**src/rtl/prewish_button_poller_pkg.sv**
```systemverilog
// Shared types and sizing helpers for the button poller.
package prewish_button_poller_pkg;

  localparam int STATUS_W = 8;

  typedef enum logic [2:0] {
    ST_IDLE,
    ST_REQ,
    ST_GAP,
    ST_WAIT,
    ST_CMP
  } poll_state_t;

  // Counter width for a 0..n-1 range, never narrower than one bit.
  function automatic int cnt_w(input int n);
    return (n > 1) ? $clog2(n) : 1;
  endfunction

endpackage

```
**src/rtl/prewish_button_poller_tick_div.sv**
```systemverilog
// Free-running 0..DIV-1 counter; o_wrap is high in the cycle the count equals DIV-1.
module prewish_tick_div
  import prewish_button_poller_pkg::*;
#(
  parameter int DIV = 2
) (
  input  logic i_clk,
  input  logic i_rst,
  output logic o_wrap
);

  localparam int            W    = cnt_w(DIV);
  localparam logic [W-1:0]  LAST = W'(DIV - 1);

  logic [W-1:0] r_count;

  // NOTE: reset is sampled on the clock edge (synchronous), so it lives inside the clocked branch.
  always_ff @(posedge i_clk) begin
    if (i_rst || r_count == LAST) begin
      r_count <= '0;
    end else begin
      r_count <= r_count + W'(1);
    end
  end

  assign o_wrap = (r_count == LAST);

endmodule

```
**src/rtl/prewish_button_poller.sv**
```systemverilog
// Polls the debounced status unit over STB/DAT, generates its debounce clock,
// and publishes the latched status byte plus press/release event pulses.
module prewish_button_poller
  import prewish_button_poller_pkg::*;
#(
  parameter int DB_DIV   = 1000,
  parameter int POLL_DIV = 50000,
  parameter int TIMEOUT  = 16
) (
  input  logic                CLK_I,
  input  logic                RST_I,
  output logic                o_dbclock,
  output logic                STB_O,
  output logic [STATUS_W-1:0] DAT_O,
  input  logic                STB_I,
  input  logic [STATUS_W-1:0] DAT_I,
  output logic [STATUS_W-1:0] o_state,
  output logic [STATUS_W-1:0] o_press,
  output logic [STATUS_W-1:0] o_release,
  output logic                o_event,
  output logic                o_timeout,
  output logic                o_overrun
);

  localparam int                 WAIT_W    = cnt_w(TIMEOUT);
  localparam logic [WAIT_W-1:0]  WAIT_LAST = WAIT_W'(TIMEOUT - 1);

  logic w_poll_tick;
  logic w_db_wrap;

  poll_state_t         r_fsm;
  logic [WAIT_W-1:0]   r_wait;
  logic [STATUS_W-1:0] r_new;
  logic [STATUS_W-1:0] r_state;
  logic [STATUS_W-1:0] r_press;
  logic [STATUS_W-1:0] r_release;
  logic                r_event;
  logic                r_stb;
  logic                r_timeout;
  logic                r_overrun;
  logic                r_primed;
  logic                r_dbclock;

  prewish_tick_div #(.DIV(POLL_DIV)) u_poll_div (
    .i_clk  (CLK_I),
    .i_rst  (RST_I),
    .o_wrap (w_poll_tick)
  );

  prewish_tick_div #(.DIV(DB_DIV)) u_db_div (
    .i_clk  (CLK_I),
    .i_rst  (RST_I),
    .o_wrap (w_db_wrap)
  );

  always_ff @(posedge CLK_I) begin
    if (RST_I) begin
      r_dbclock <= 1'b0;
    end else if (w_db_wrap) begin
      r_dbclock <= ~r_dbclock;
    end
  end

  always_ff @(posedge CLK_I) begin
    if (RST_I) begin
      r_fsm     <= ST_IDLE;
      r_wait    <= '0;
      r_new     <= '0;
      r_state   <= '0;
      r_press   <= '0;
      r_release <= '0;
      r_event   <= 1'b0;
      r_stb     <= 1'b0;
      r_timeout <= 1'b0;
      r_overrun <= 1'b0;
      r_primed  <= 1'b0;
    end else begin
      // NOTE: pulses default low every cycle and are raised only by the branch that owns them.
      r_stb     <= 1'b0;
      r_press   <= '0;
      r_release <= '0;
      r_event   <= 1'b0;

      // A tick that finds a transaction in flight is dropped, not queued.
      if (w_poll_tick && r_fsm != ST_IDLE) begin
        r_overrun <= 1'b1;
      end

      case (r_fsm)
        ST_IDLE: begin
          if (w_poll_tick) begin
            r_fsm <= ST_REQ;
            r_stb <= 1'b1;
          end
        end
        ST_REQ: begin
          r_fsm <= ST_GAP;
        end
        ST_GAP: begin
          r_fsm  <= ST_WAIT;
          r_wait <= '0;
        end
        ST_WAIT: begin
          if (STB_I) begin
            r_new <= DAT_I;
            r_fsm <= ST_CMP;
          end else if (r_wait == WAIT_LAST) begin
            r_timeout <= 1'b1;
            r_fsm     <= ST_IDLE;
          end else begin
            r_wait <= r_wait + WAIT_W'(1);
          end
        end
        ST_CMP: begin
          r_state  <= r_new;
          r_primed <= 1'b1;
          r_fsm    <= ST_IDLE;
          // The first capture after reset only establishes the baseline.
          if (r_primed) begin
            r_press   <= r_new & ~r_state;
            r_release <= ~r_new & r_state;
            r_event   <= |(r_new ^ r_state);
          end
        end
        default: begin
          r_fsm <= ST_IDLE;
        end
      endcase
    end
  end

  assign o_dbclock = r_dbclock;
  assign STB_O     = r_stb;
  assign DAT_O     = {STATUS_W{1'b1}};
  assign o_state   = r_state;
  assign o_press   = r_press;
  assign o_release = r_release;
  assign o_event   = r_event;
  assign o_timeout = r_timeout;
  assign o_overrun = r_overrun;

endmodule

```
**config.mk**
```make
export PLATFORM = sky130hd
export DESIGN_NAME = prewish_button_poller
export DESIGN_NICKNAME = d
export VERILOG_FILES = /design/src/rtl/prewish_button_poller_pkg.sv /design/src/rtl/prewish_button_poller_tick_div.sv /design/src/rtl/prewish_button_poller.sv
export SDC_FILE = /design/constraint.sdc
export NUM_CORES = 1
export LEC_CHECK = 0
export CORE_MARGIN = 2
export CORE_UTILIZATION = 55
export CTS_BUF_LIST = sky130_fd_sc_hd__clkbuf_4 sky130_fd_sc_hd__clkbuf_8 sky130_fd_sc_hd__clkbuf_16
export DETAILED_ROUTE_END_ITERATION = 12
export GPL_ROUTABILITY_DRIVEN = 0
export HOLD_SLACK_MARGIN = 0.06
export MAX_ROUTING_LAYER = met4
export PLACE_DENSITY = 0.85
export SYNTH_ARGS = -nofsm -noshare
export SYNTH_HDL_FRONTEND = slang
export SYNTH_SLANG_ARGS = --single-unit
```
**constraint.sdc**
```tcl
create_clock -name CLK_I -period 3 [get_ports CLK_I]
set_clock_uncertainty 0.05 [all_clocks]
set_input_delay 0.6 -clock CLK_I [delete_from_list [all_inputs] [get_ports CLK_I]]
set_output_delay 0.6 -clock CLK_I [all_outputs]
set_load 0.02 [all_outputs]
```
Yosys cells after proc, flatten, opt, wreduce, memory -nomap -nowiden
Index checks and enable logic that the tools add are counted. Widths: inputs -> output; s select.

Register bits: 71. Word-level logic and storage cells: 59. Output and inout port bits: 37.

Reduce and logical (&&, ||, !) cells: 13. Equal/unequal tests: 11. Bitwise logic cells: 10. Add/subtract/negate cells: 3. Muxes and demuxes: 8.

Operators with widths (number): $add 16x1->16 const B (1); $and 8x8->8 (2); $eq 16x16->1 const B (1); $not 8->8 (2); $pmux 3 s4 (1); $add 10x1->10 const B (1); $eq 10x10->1 const B (1); $mux 3 (3); $mux 4 (2); $pmux 4 s2 (1); $reduce_or 8->1 (1); $xor 8x8->8 (1); $eq 3x2->1 const B (2); $ne 2x2->1 const B (3); $reduce_and 3->1 (2); $not 1->1 (5); $add 4x1->4 const B (1); $eq 4x4->1 const B (1); $reduce_and 2->1 (2); $eq 3x1->1 const B (1); $eq 3x3->1 const B (1); $logic_not 3->1 (1); $ne 3x3->1 const B (1); $reduce_bool 3->1 (1); other kinds (6) (7).

Depth between registers and ports, before layout
Depth in word-level cells: 4. Mapped depth: 7. Gate-level depth less buffers: 5.

Modules after synthesis
From an unflattened synthesis, not the netlist that was laid out.

Cells, all modules: 338. Area total of the unflattened synthesis: 3108.0 µm².

Modules (own cells, without submodules): prewish_button_poller (area each 1906.8 µm², seq. area each 900.9 µm², cells each 201, instances 1); prewish_tick_div (u_poll_div) (area each 710.7 µm², seq. area each 320.3 µm², cells each 81, instances 1); prewish_tick_div (u_db_div) (area each 490.5 µm², seq. area each 200.2 µm², cells each 56, instances 1).

Least setup slack after synthesis
No wires, ideal clock.

Path kind: flip-flop to flip-flop. Start point: register u_poll_div.r_count[12]. End point: register u_poll_div.r_count[15]. Data required time: 2.835 ns. Path slack: 1.257 ns. Buffers on the path: 2. Data arrival time: 1.578 ns. Stages on the path, launching flop included: 7. Path through: dfxtp_1 -> or4b_1 -> nor4_2 -> or2_1 -> buf_6 -> buf_12 -> nor2_2.

Word-level cells in the longest chain between the ends: 2.

RTL lines: start: declaration (line prewish_button_poller_tick_div.sv:15) `logic [W-1:0] r_count;`; start signal: assignment (line prewish_button_poller_tick_div.sv:22) `r_count <= r_count + W'(1);`; parallel branches: the longest is 2 deep, another holds $add 16x1->16.

Parallel ways; which one is timed is not known. A chain may end at the register's enable or synchronous reset.

Worst setup path in the final report
Start point: register u_poll_div.r_count[12]. End point: register u_poll_div.r_count[6].

Word-level cells in the longest chain between the ends: 2.

RTL lines: $eq 16x16->1 (line prewish_button_poller_tick_div.sv:19) `if (i_rst || r_count == LAST) begin`; $logic_or 1x1->1 (line prewish_button_poller_tick_div.sv:19).

No other way between the ends.

==> impl_metrics.yaml <==
synthesis:
  synth_xor_area_frac: 0.0638
  syn_inst: 338
  synth.yosys.seq_area_share: 0.471
  synth_top_area_share: 0.471
  postSynthAreaPerCell_um2: 8.93
  synth_top_family_by_area: "simple AND/OR/NAND/NOR gates"
  ys_warn_count: 0
  synth_flop_cell: "dfxtp_1"
  synthArstFlopShare: 0
  yosys-top-cells-area: "dfxtp_1 47%, ha_1 7.9%, nand2_1 5.2%"
  synth_edf_count: 0
  synthMuxAreaShare: 0
  syn_area_mm2: 0.00302
  ys_ff_latch: 71
  synth_compound_area_frac: 0.0576
  synthAdderAreaFrac: 0.0787
  netlist-cell-type-count: 39
  yosysTopAreaCell: "dfxtp_1"
  synth-simple-area-share: 0.259
clock_tree:
  cts_max_level: 3
  cts_buffers: 9
  cts_sinks: 71
  cts_root_buffer: "clkbuf_8"
  clock_latency_ns: 0.35
  cts_resized: 0
  tritoncts: "built"
  cts_setup_buffers: 0
  clk_pin_slew_worst_paths_ns: 0.08
  ctsHoldBuffers: 0
  cts_buffer_depth: 2
place:
  hpwl_um: 3780
  port_buffers: 39
  dp.cells: 437
sta:
  setup_tns_ns: 0
  min_period_ns: 2.21
  fin_crit_sh: 0.735
  setup_viol: 0
  fmax_mhz: 453
  max_slew_margin: 0.535
  rsz0062_at_grt: "no"
  slew_viol_final: 0
  hold_viol_final: 0
  tightestPinTransition_ns: 0.697
global_route:
  grt_pass1_wl_um: 9480
  grt-ovfl-total: 0
  grt_max_degree: 33
  grt_antenna_before_repair: 0
  first_global_vias: 2095
  gr-usage-all-layers: 0.202
worst_setup_path:
  path_max_fanout: 15
  r2r_setup_slack_ns: 0.79
  worstSetupStartpointType: "register"
  timing.rr.start: "u_poll_div.r_count[12]"
  crit_type: "reg2reg"
  cp-startpoint: "u_poll_div.r_count[12]"
  endpoint_kind: "register"
  cp_data_arrival_time_ns: 2.37
  crit_path_end: "u_poll_div.r_count[6]"
  r2r_cells: 4
  cp.required_ns: 3.16
  reg2reg_to: "u_poll_div.r_count[6]"
layout:
  antenna_cells: 0
  layout.nets: 408
  final_layout_size_suffix_gt1_frac: 0.0862
  final_cells: 453
  fill_cells: 387
  multi_input_area_mm2: 0.00142
  syn_to_final_growth_pct: 20.4
  seq_area_mm2: 0.00142
routing:
  first_iter_violations: 85
  antenna_left: 0
  drc: 0
  vias: 2292
  avgRoutedWirePerCell_um: 12.1
  wirelength_um: 5460
  via_per_inst: 5.06
  firstDrtPassIters: 4
outcome:
  status: "finished clean"
floorplan:
  die_area_mm2: 0.00610
  rows: 26
  die_w_um: 78.1
  start_util: 0.580
  io_pins: 48
  chipHeight_um: 78.1
  design.core.area_mm2: 0.00520
pwr:
  p_per_area_mw_per_mm2: 510
  ir_worst_vdd_uv: 343
  leakagePower_nw: 1.28
job:
  max_cap_viol_count: 0
hold_path:
  hp-class: "reg2reg"
==> layout make-up <==
type,count,share of cell area
timing repair buffer,41,0.112
tap,70,0.0241
multi-input combinational,233,0.390
clock buffer,10,0.0379
clock inverter,6,0.0231
sequential,71,0.391
inverter,22,0.0227
==> critical path, stage by stage, from the launching register on <==
cell	delay, ns
dfxtp_1	0.33
or4b_1	0.55
nor4_2	0.41
or2_1	0.62
nor2_1	0.11
==> per-stage QoR <==
| step | utilization | power (mW) | hold slack (ns) | worst slack [ns] | area [um^2] |
|---|---|---|---|---|---|
| floorplan | - | 1.02 | 0.368 | 1.26 | 3050 |
| global placement | 0.656 | 1.03 | 0.379 | 0.865 | 3410 |
| detailed placement | 0.656 | 1.03 | 0.403 | 0.795 | 3410 |
| CTS | 0.698 | 1.86 | 0.421 | 0.778 | 3630 |
| global route | 0.698 | 1.91 | 0.446 | 0.681 | 3630 |
| finish | 0.698 | 1.85 | 0.418 | 0.794 | 3630 |
==> synth_stat cells, drive strengths merged (3+ instances only) <==
master   n
a21oi   20
a31oi    4
xnor2   18
ha      19
buf     11
and3     3
or2      4
o21ai    3
clkbuf   8
inv     22
nor4     8
nor3     8
dfxtp   71
nand4    8
xor2     4
and2    17
nor2    39
nand3   12
nand2   42
==> routing by layer <==
metal	wire length, um	up-vias	track usage
li1	-	1176	-
met1	2670	1060	0.264
met2	2470	47	0.303
met3	228	9	0.0483
met4	94	0	0.0860
met5	0	-	-
==> state kept, by name, indices dropped and copies added, names as in the netlist <==
name	flops
u_poll_div.r_count	16
u_db_div.r_count	10
o_press	8
o_release	8
o_state	8
r_new	8
r_wait	4
r_fsm	3
STB_O	1
o_dbclock	1
o_event	1
o_overrun	1
o_timeout	1
r_primed	1
==> logic make-up (layout without fill, tap and decap cells) <==
family,Yosys count,after routing
AND/OR/NAND/NOR,153,153
flip-flops,71,71
buffers and inverters,41,79
AO/OA/AOI/OAI,31,31
XOR/XNOR,22,22
adder cells (fa/ha/maj),19,19
other,1,8
==> worst min-delay path by stage <==
stage / slack, ns / end / depth (start not counted) / startpoint
after floorplan: 0.37 / u_db_div.r_count[0] / 1 / u_db_div.r_count[0]
after global placement: 0.38 / u_db_div.r_count[0] / 1 / u_db_div.r_count[0]
after detailed placement: 0.40 / r_primed / 2 / r_primed
after CTS: 0.42 / u_db_div.r_count[0] / 1 / u_db_div.r_count[0]
after global routing: 0.45 / u_poll_div.r_count[0] / 1 / u_poll_div.r_count[0]
final: 0.42 / u_db_div.r_count[0] / 1 / u_db_div.r_count[0]
==> layout by cell type (no fill, tap or decap), types with 12 or more instances in the layout <==
master | Yosys | layout
a21oi_1 | 20 | 20
and2_1 | 17 | 17
clkdlybuf4s50_1 | 0 | 39
dfxtp_1 | 71 | 71
ha_1 | 19 | 19
inv_1 | 22 | 22
nand2_1 | 42 | 42
nand3_1 | 12 | 12
nor2_1 | 29 | 29
xnor2_1 | 18 | 18
==> power by group <==
group          internal (mW)  leakage, nW  total [mW]  switching, mW
combinational         0.0215        0.592      0.0548         0.0333
clock                  0.488        0.116       0.843          0.355
sequential             0.949        0.573       0.955        0.00669
(Power assumes the default switching activity.)
